[src/rtl/qpu_ifu_ift2icb_mo_pkg.sv]
// Shared widths for the IFU fetch-to-ICB bridge.
// Widths that derive from these (lane bytes, offset bits) live in the bridge.
package qpu_ifu_ift2icb_mo_pkg;

    localparam int QPU_PC_SIZE         = 16;
    localparam int QPU_ITCM_ADDR_WIDTH = 16;
    localparam int QPU_ITCM_DATA_WIDTH = 64;
    localparam int QPU_IFU_OUTS        = 2;

endpackage

[src/rtl/qpu_ifu_ift2icb_mo_trkfifo.sv]
// Tracking FIFO for outstanding fetches.
// Bit 0 of each entry is the discard mark, which a flush sets on every live entry.
module qpu_ifu_ift2icb_mo_trkfifo #(
    parameter int DP = 2,
    parameter int DW = 3
) (
    input  logic          clk,
    input  logic          rst,
    input  logic          push_i,
    input  logic [DW-1:0] push_dat_i,
    input  logic          pop_i,
    input  logic          flush_mark_i,
    output logic [DW-1:0] head_dat_o,
    output logic          empty_o,
    output logic          full_o
);

    localparam int PW = (DP > 1) ? $clog2(DP) : 1;

    logic [DW-1:0] mem_q [DP];
    logic [DP-1:0] vld_q;
    logic [PW-1:0] wptr_q;
    logic [PW-1:0] rptr_q;

    function automatic logic [PW-1:0] ptr_inc(input logic [PW-1:0] p);
        return (p == PW'(DP - 1)) ? '0 : p + PW'(1);
    endfunction

    always_ff @(posedge clk) begin
        if (rst) begin
            vld_q  <= '0;
            wptr_q <= '0;
            rptr_q <= '0;
            for (int i = 0; i < DP; i++) mem_q[i] <= '0;
        end else begin
            if (flush_mark_i) begin
                for (int i = 0; i < DP; i++) begin
                    if (vld_q[i]) mem_q[i][0] <= 1'b1;
                end
            end
            if (push_i) begin
                mem_q[wptr_q] <= push_dat_i;
                vld_q[wptr_q] <= 1'b1;
                wptr_q        <= ptr_inc(wptr_q);
            end
            if (pop_i) begin
                vld_q[rptr_q] <= 1'b0;
                rptr_q        <= ptr_inc(rptr_q);
            end
        end
    end

    assign head_dat_o = mem_q[rptr_q];
    assign empty_o    = ~vld_q[rptr_q];
    assign full_o     = vld_q[wptr_q];

endmodule

[src/rtl/qpu_ifu_ift2icb_mo.sv]
// IFU fetch requests to ICB bus, multiple outstanding, in-order responses.
// Sequential fetches into an unchanged lane are served from the lane register.
module qpu_ifu_ift2icb_mo
    import qpu_ifu_ift2icb_mo_pkg::*;
#(
    parameter int PC_W   = QPU_PC_SIZE,
    parameter int ADDR_W = QPU_ITCM_ADDR_WIDTH,
    parameter int DATA_W = QPU_ITCM_DATA_WIDTH,
    parameter int OUTS   = QPU_IFU_OUTS
) (
    input  logic              clk,
    input  logic              rst,
    input  logic              ifu_req_valid,
    output logic              ifu_req_ready,
    input  logic [PC_W-1:0]   ifu_req_pc,
    input  logic              ifu_req_seq,
    input  logic              ifu_flush,
    output logic              ifu_rsp_valid,
    input  logic              ifu_rsp_ready,
    output logic [31:0]       ifu_rsp_instr,
    output logic              ifu_rsp_err,
    output logic              ifu_icb_cmd_valid,
    input  logic              ifu_icb_cmd_ready,
    output logic [ADDR_W-1:0] ifu_icb_cmd_addr,
    input  logic              ifu_icb_rsp_valid,
    output logic              ifu_icb_rsp_ready,
    input  logic [DATA_W-1:0] ifu_icb_rsp_rdata,
    input  logic              ifu_icb_rsp_err,
    input  logic              ifu_holdup,
    input  logic              itcm_nohold
);

    localparam int LB     = $clog2(DATA_W / 8);
    localparam int OFF_W  = $clog2(DATA_W / 32);
    localparam int OFF_WS = (OFF_W > 0) ? OFF_W : 1;
    localparam int TAG_W  = PC_W - LB;
    localparam int DW     = OFF_WS + 2;

    logic [DATA_W-1:0] lane_q, lane_d;
    logic              lane_vld_q, lane_vld_d;
    logic [TAG_W-1:0]  last_tag_q, last_tag_d;

    logic [TAG_W-1:0]  req_tag;
    logic [OFF_WS-1:0] req_off;
    logic              zuop;
    logic              push, pop, cmd_hs, icb_hs;
    logic [DW-1:0]     head_dat;
    logic              fifo_empty, fifo_full;
    logic              head_vld, head_zuop, head_disc;
    logic [OFF_WS-1:0] head_off;
    logic              unused_pc;

    assign req_tag   = ifu_req_pc[PC_W-1:LB];
    assign unused_pc = ^ifu_req_pc[1:0];

    if (OFF_W > 0) begin : g_off
        assign req_off = ifu_req_pc[LB-1:2];
    end else begin : g_nooff
        assign req_off = 1'b0;
    end

    assign zuop = ifu_req_seq & lane_vld_q & (req_tag == last_tag_q)
                & ifu_holdup & ~itcm_nohold;

    assign ifu_icb_cmd_valid = ~rst & ifu_req_valid & ~fifo_full
                             & ~ifu_flush & ~zuop;
    assign ifu_req_ready     = ~rst & ~fifo_full & ~ifu_flush
                             & (zuop | ifu_icb_cmd_ready);
    assign ifu_icb_cmd_addr  = {ifu_req_pc[ADDR_W-1:LB], {LB{1'b0}}};

    assign push   = ifu_req_valid & ifu_req_ready;
    assign cmd_hs = ifu_icb_cmd_valid & ifu_icb_cmd_ready;

    assign head_vld  = ~rst & ~fifo_empty;
    assign head_off  = head_dat[DW-1:2];
    assign head_zuop = head_dat[1];
    assign head_disc = head_dat[0];

    assign ifu_icb_rsp_ready = head_vld & ~head_zuop
                             & (ifu_rsp_ready | head_disc);
    assign icb_hs = ifu_icb_rsp_valid & ifu_icb_rsp_ready;

    // Zero-uop entries retire without touching the bus.
    assign pop = icb_hs
               | (head_vld & head_zuop & (head_disc | ifu_rsp_ready));

    always_comb begin
        ifu_rsp_valid = 1'b0;
        ifu_rsp_instr = ifu_icb_rsp_rdata[{head_off, 5'd0} +: 32];
        ifu_rsp_err   = 1'b0;
        if (head_vld && !head_disc) begin
            if (head_zuop) begin
                ifu_rsp_valid = 1'b1;
                ifu_rsp_instr = lane_q[{head_off, 5'd0} +: 32];
            end else begin
                ifu_rsp_valid = ifu_icb_rsp_valid;
                ifu_rsp_err   = ifu_icb_rsp_err;
            end
        end
    end

    always_comb begin
        lane_d     = lane_q;
        lane_vld_d = lane_vld_q;
        last_tag_d = last_tag_q;
        if (icb_hs) begin
            lane_d     = ifu_icb_rsp_rdata;
            lane_vld_d = ~ifu_icb_rsp_err;
        end
        if (ifu_flush) lane_vld_d = 1'b0;
        if (cmd_hs) last_tag_d = req_tag;
    end

    always_ff @(posedge clk) begin
        if (rst) begin
            lane_q     <= '0;
            lane_vld_q <= 1'b0;
            last_tag_q <= '0;
        end else begin
            lane_q     <= lane_d;
            lane_vld_q <= lane_vld_d;
            last_tag_q <= last_tag_d;
        end
    end

    qpu_ifu_ift2icb_mo_trkfifo #(
        .DP (OUTS),
        .DW (DW)
    ) u_trkfifo (
        .clk          (clk),
        .rst          (rst),
        .push_i       (push),
        .push_dat_i   ({req_off, zuop, 1'b0}),
        .pop_i        (pop),
        .flush_mark_i (ifu_flush),
        .head_dat_o   (head_dat),
        .empty_o      (fifo_empty),
        .full_o       (fifo_full)
    );

endmodule
[config.mk]
export PLATFORM = sky130hd
export DESIGN_NAME = qpu_ifu_ift2icb_mo
export DESIGN_NICKNAME = d
export VERILOG_FILES = /design/src/rtl/qpu_ifu_ift2icb_mo_pkg.sv /design/src/rtl/qpu_ifu_ift2icb_mo_trkfifo.sv /design/src/rtl/qpu_ifu_ift2icb_mo.sv
export SDC_FILE = /design/constraint.sdc
export NUM_CORES = 1
export LEC_CHECK = 0
export CAP_MARGIN = 20
export CELL_PAD_IN_SITES_DETAIL_PLACEMENT = 0
export CELL_PAD_IN_SITES_GLOBAL_PLACEMENT = 1
export CORE_MARGIN = 2
export CORE_UTILIZATION = 48
export CTS_CLUSTER_SIZE = 24
export DETAILED_ROUTE_END_ITERATION = 16
export DONT_BUFFER_PORTS = 1
export PLACE_DENSITY = 0.83
export SLEW_MARGIN = 20
export SYNTH_ARGS = -nofsm -noshare
export SYNTH_HDL_FRONTEND = slang
export SYNTH_SLANG_ARGS = --single-unit
[constraint.sdc]
create_clock -name clk -period 2.6 [get_ports clk]
set_clock_uncertainty 0.1 [all_clocks]
set_input_delay 0.39 -clock clk [delete_from_list [all_inputs] [get_ports clk]]
set_output_delay 0.39 -clock clk [all_outputs]
set_load 0.05 [all_outputs]
---- Word-level counts from Yosys, hierarchy flattened ----
Memory sizes are Yosys's and may differ from the RTL's. A register that Yosys moved wholly into a read port is not among the register bits.
Index checks and enable logic that the tools add are counted.
storage, ports and cells
  output and inout port bits .............. 53
  bits in read-only memories .............. 0
  input port bits ......................... 91
  memories ................................ 1
  memory bits (writable) .................. 6
  bits in latches ......................... 0
  flip-flop bits (word level) ............. 82
  word-level logic and storage cells ...... 95
cells by class
  multipliers ............................. 0
  equality and inequality tests ........... 1
  reductions and logical operators ........ 6
  divide/modulo/power cells ............... 0
  muxes and demuxes ....................... 39
  bitwise logic cells ..................... 34
  $add $sub $neg .......................... 2
  $lt $le $gt $ge ......................... 4
  shifts and indexed selects .............. 2
memories
  memory           words  bits a word  read ports  clocked after Yosys merged registers in  write ports  line                              RTL
  u_trkfifo.mem_q  2      3            1           1                                        2            qpu_ifu_ift2icb_mo_trkfifo.sv:20  logic [DW-1:0] mem_q [DP];
operator list
  cell                 number
  $shiftx 64x7->32     2
  $mux 32              2
  $mux 1               30
  $and 1x1->1          19
  $eq 13x13->1         1
  $mux 2               4
  $not 1->1            7
  $or 1x1->1           5
  $lt 1x2->1 const B   2
  $logic_and 1x1->1    3
  $mux 3               1
  $reduce_or 3->1      1
  $add 1x1->1 const B  2
  $and 2x2->2          1
  $demux 1 s1          2
  $ge 1x1->1 const B   2
  $not 2->2            1
  $or 2x2->2           1
  $reduce_or 2->1      1
  $logic_not 1->1      1

---- Logic depth before layout (Yosys ltp) ----
  word-level depth ........................ 12
  gate-level depth with buffers ........... 8
  gate-level depth less buffers ........... 5

---- Hierarchy ----
A second synthesis with hierarchy kept.
second synthesis, totals
  cell total of the unflattened synthesis .. 473
  area total of the unflattened synthesis .. 4,459.3 sq um
modules (own cells, without submodules)
  module                      cells an instance  seq. area each (sq um)  area an instance (sq um)  instances
  qpu_ifu_ift2icb_mo          427                1,561.5                 3,940.0                   1
  qpu_ifu_ift2icb_mo_trkfifo  46                 280.3                   519.2                     1

---- Worst setup path after synthesis ----
Ideal clock, no wire load.
  kind .................................... reg-to-output
  start ................................... reg (tool-made name)
  end ..................................... out ifu_rsp_instr[11]
  required time ........................... 2.110 ns
  data arrival time ....................... 2.072 ns
  setup slack ............................. 0.038 ns
  stages on the path, launching flop included .. 7
  cells stage by stage .................... dfxtp_1 mux2i_1 nand2_1 nor2_1 buf_4 buf_2 mux4_2
RTL lines
  element    line                      RTL
  to (decl)  qpu_ifu_ift2icb_mo.sv:20  output logic [31:0] ifu_rsp_instr,

---- Final worst setup path ----
  start ................................... reg u_trkfifo.rptr_q
  end ..................................... out ifu_rsp_instr[3]
between the ends
  word-level cells in the longest chain between the ends .. 5
RTL lines
  element                                    line                              RTL
  from (decl)                                qpu_ifu_ift2icb_mo_trkfifo.sv:23  logic [PW-1:0] rptr_q;
  from (signal assigned)                     qpu_ifu_ift2icb_mo_trkfifo.sv:48  rptr_q <= ptr_inc(rptr_q);
  $mux 1 (implied by the code) (2 in a row)  qpu_ifu_ift2icb_mo_trkfifo.sv:54  assign empty_o = ~vld_q[rptr_q];
  $and 1x1->1                                qpu_ifu_ift2icb_mo.sv:74          assign head_vld = ~rst & ~fifo_empty;
  $logic_and 1x1->1                          qpu_ifu_ift2icb_mo.sv:91          if (head_vld && !head_disc) begin
  $mux 32                                    qpu_ifu_ift2icb_mo.sv:91
No other way between the ends. The select of a mux whose other input is x is not followed.

==> metrics <==
Worst Path Arrival=2.16 ns; Core Box Area=8810 sq um; top_reg_cell synth=dfxtp_1; final hold violations=0; Area Overhead vs Synth=12.3%; RSZ-0062 raised after global routing=yes; via count of the first global-routing pass=3,091; met3 Track Usage GR=7.10%; most numerous cell in the Yosys netlist=dfxtp_1; ys async rst share=0%; min Tclk post-route=2.65 ns; Net count, final=502; commonest cells in the synthesized netlist=dfxtp_1 (85), nor2_1 (81), mux2i_1 (69); FF-to-FF End=u_trkfifo.mem_q[0][1]; f_max=377 MHz; share of cells above drive strength 1=20.7%; Synth Warn #=0; GRT met2 Usage=32.8%; Total Wirelength=10,200 um; Die X=99.6 um; CP Class=flop to primary output; ANT cells=0; Worst setup SP type=flop; cells after synthesis=412; overall power=2.96 mW; drt wl/cell=19.4 um; total congestion overflow=0; Final Util=56.0%; Tightest Pin Transition=0.811 ns; reg-to-reg critical path startpoint=lane_vld_q; DR pass1 iterations=4; Post-Synth Simple-Gate Area=11.5%; Rel. slew slack=45.8%; Synth area leaders=dfxtp_1 (39%), mux4_2 (16%), mux2i_1 (16%); CTS tree=yes; Synth Area in Compound Gates=4.90%; maximum vdd drop=326 uV; share of the synthesized area in the top cell type=38.8%; failing checks=negative setup slack; fin crit share=102%; clock root cell=clkbuf_8; library cells used by synthesis=33; Crit Path Max Fanout=7; Inst Count DP=490; vias after detailed routing=3,041; hpwl dp=6380 um; synthesized area=4390 sq um; Static Leak=2.27 nW; GRT Util Overall=21.0%; worst-skew pair later-pin latency=0.35 ns; fin. max-slew vios=0; Post-DRT Antenna Nets=0; Starting Density=49.8%; Fin Hold WS=0.0765 ns; EDFF count, synth=4; Hold WC Path Type=primary input to flop; Clock Path Buffers=2; cell taking the most area after synthesis=dfxtp_1; power per cell area=599 nW/um^2; WHS Endpoint=last_tag_q[1]; sequential element share of the synthesized area=41.5%; layer with the highest usage=met2; final count of negative-setup-slack endpoints=31; FP Rows=34; Iter 0 DRT Violations=119; # IOs=144; CP endpoint kind=primary output; largest net degree at the start of global routing=50; total of fill cells in the finished design=756; reg2reg path depth=5; post-synthesis register bit count=89; post-route setup slack=-0.0503 ns; status=finished, violations left; Non-Filler Instances=524; H-tree Lvls=3; xor and xnor area share after synthesis=2.79%; gp weighted congestion=0.778; Vias/cell=5.80; adder-cell area share of the yosys netlist=0%; first-pass GRT wire length=16,300 um; Max Cap Viol=0; Num CTS Buffers=9; hold path start=ifu_req_pc[4]; Clk pin slew, worst setup/hold paths=0.09 ns; Die Area=9930 sq um; setup slack, reg-to-reg=0.41 ns; WHS Path Cells=2; post-synthesis mux area share=32.4%; initial antenna violation count=0; largest family of logic cells by synthesized area=multiplexers; die height=99.6 um; met1 usage=28.1%; Post-route DRC=0; worst path required time=2.11 ns; Mapped Avg Cell Area=10.7 sq um; Port Buffers=0; clk sinks=89
-- registers in the layout, summed over array words and instances, names as in the netlist, named ones only --
signal            cells
u_trkfifo.wptr_q      1
u_trkfifo.vld_q       2
u_trkfifo.rptr_q      1
lane_q               64
lane_vld_q            1
u_trkfifo.mem_q       6
last_tag_q           13
-- repair_timing --
action / CTS / global route
buffers inserted: 7 / 1
endpoints found under the hold margin: 49 / 1
gates cloned: 3 / 0
resized for setup: 7 / 6
hold buffers: 6 / 1
pin swaps: 2 / 2
setup endpoints to repair: 30 / 33
-- metal layers --
metal,vias up,routed length [um],part of all wire (%)
li1,1450,-,-
met1,1478,4440,44
met2,106,4800,47
met3,7,847,8.3
met4,0,68,0.67
met5,-,0,0
-- per-stage QoR --
stage	setup WS (ns)	setup TNS [ns]	area [sq um]
after floorplan	0.0378	0	4400
after global placement	0.283	0	4420
after detailed placement	0.262	0	4420
after CTS	-0.0617	-1.21	4890
after global routing	-0.159	-3.77	4930
final	-0.0503	-0.750	4930
-- critical path, stage by stage, from the launching register on --
cell	delay, ns
dfxtp_2	0.35
mux2i_1	0.15
nor2_1	0.16
nand2_2	0.10
nor2_4	0.13
buf_12	0.13
buf_12	0.13
mux4_2	0.67
-- area by class of cell --
type                            count  area [sq um]  area share [%]
Sequential cell                    89          1830            37.0
Timing Repair Buffer               32           394            7.99
Clock inverter                      7           118            2.39
Inverter                            4          15.0           0.304
Multi-Input combinational cell    275          2320            47.0
Tap cell                          108           135            2.74
Clock buffer                        9           124            2.51
-- how the worst max path moves through the flow --
stage,startpoint,slack [ns],depth (start not counted),end
floorplan,flop,0.04,6,ifu_rsp_instr[11]
detailed placement,flop,0.26,5,ifu_rsp_instr[1]
CTS,flop,-0.06,6,ifu_rsp_instr[1]
global placement,flop,0.28,5,ifu_rsp_instr[3]
finish,u_trkfifo.rptr_q,-0.05,7,ifu_rsp_instr[3]
global route,u_trkfifo.rptr_q,-0.16,7,ifu_rsp_instr[3]
-- cell families after synthesis --
group                  after synthesis
AND/OR/NAND/NOR                    118
multiplexers                       102
flip-flops                          89
buffers and inverters               50
AO/OA/AOI/OAI                       38
XOR/XNOR                            14
other                                1
-- power by group --
group	total [mW]	switching (mW)	internal [mW]
logic	0.413	0.281	0.132
registers	1.40	0.0109	1.39
clock network	1.14	0.503	0.641
total	2.96	0.794	2.16
-- placed cells by master, fill, tap and decap left out, types with 2 or more instances in the layout --
master	instances
dlygate4sd3_1	6
conb_1	3
o21ai_0	14
xor2_1	13
buf_16	2
inv_1	4
clkbuf_8	9
bufinv_16	3
a21o_1	2
nand3_1	14
buf_4	15
dfxtp_1	81
edfxtp_1	4
buf_6	3
and3_1	4
nor2_1	80
mux2i_1	66
nand2_1	6
mux4_2	32
clkinv_2	2
mux2i_2	2
dfxtp_2	4
a21oi_1	16
buf_12	5
nor4_1	4
(Power assumes the default switching activity.)
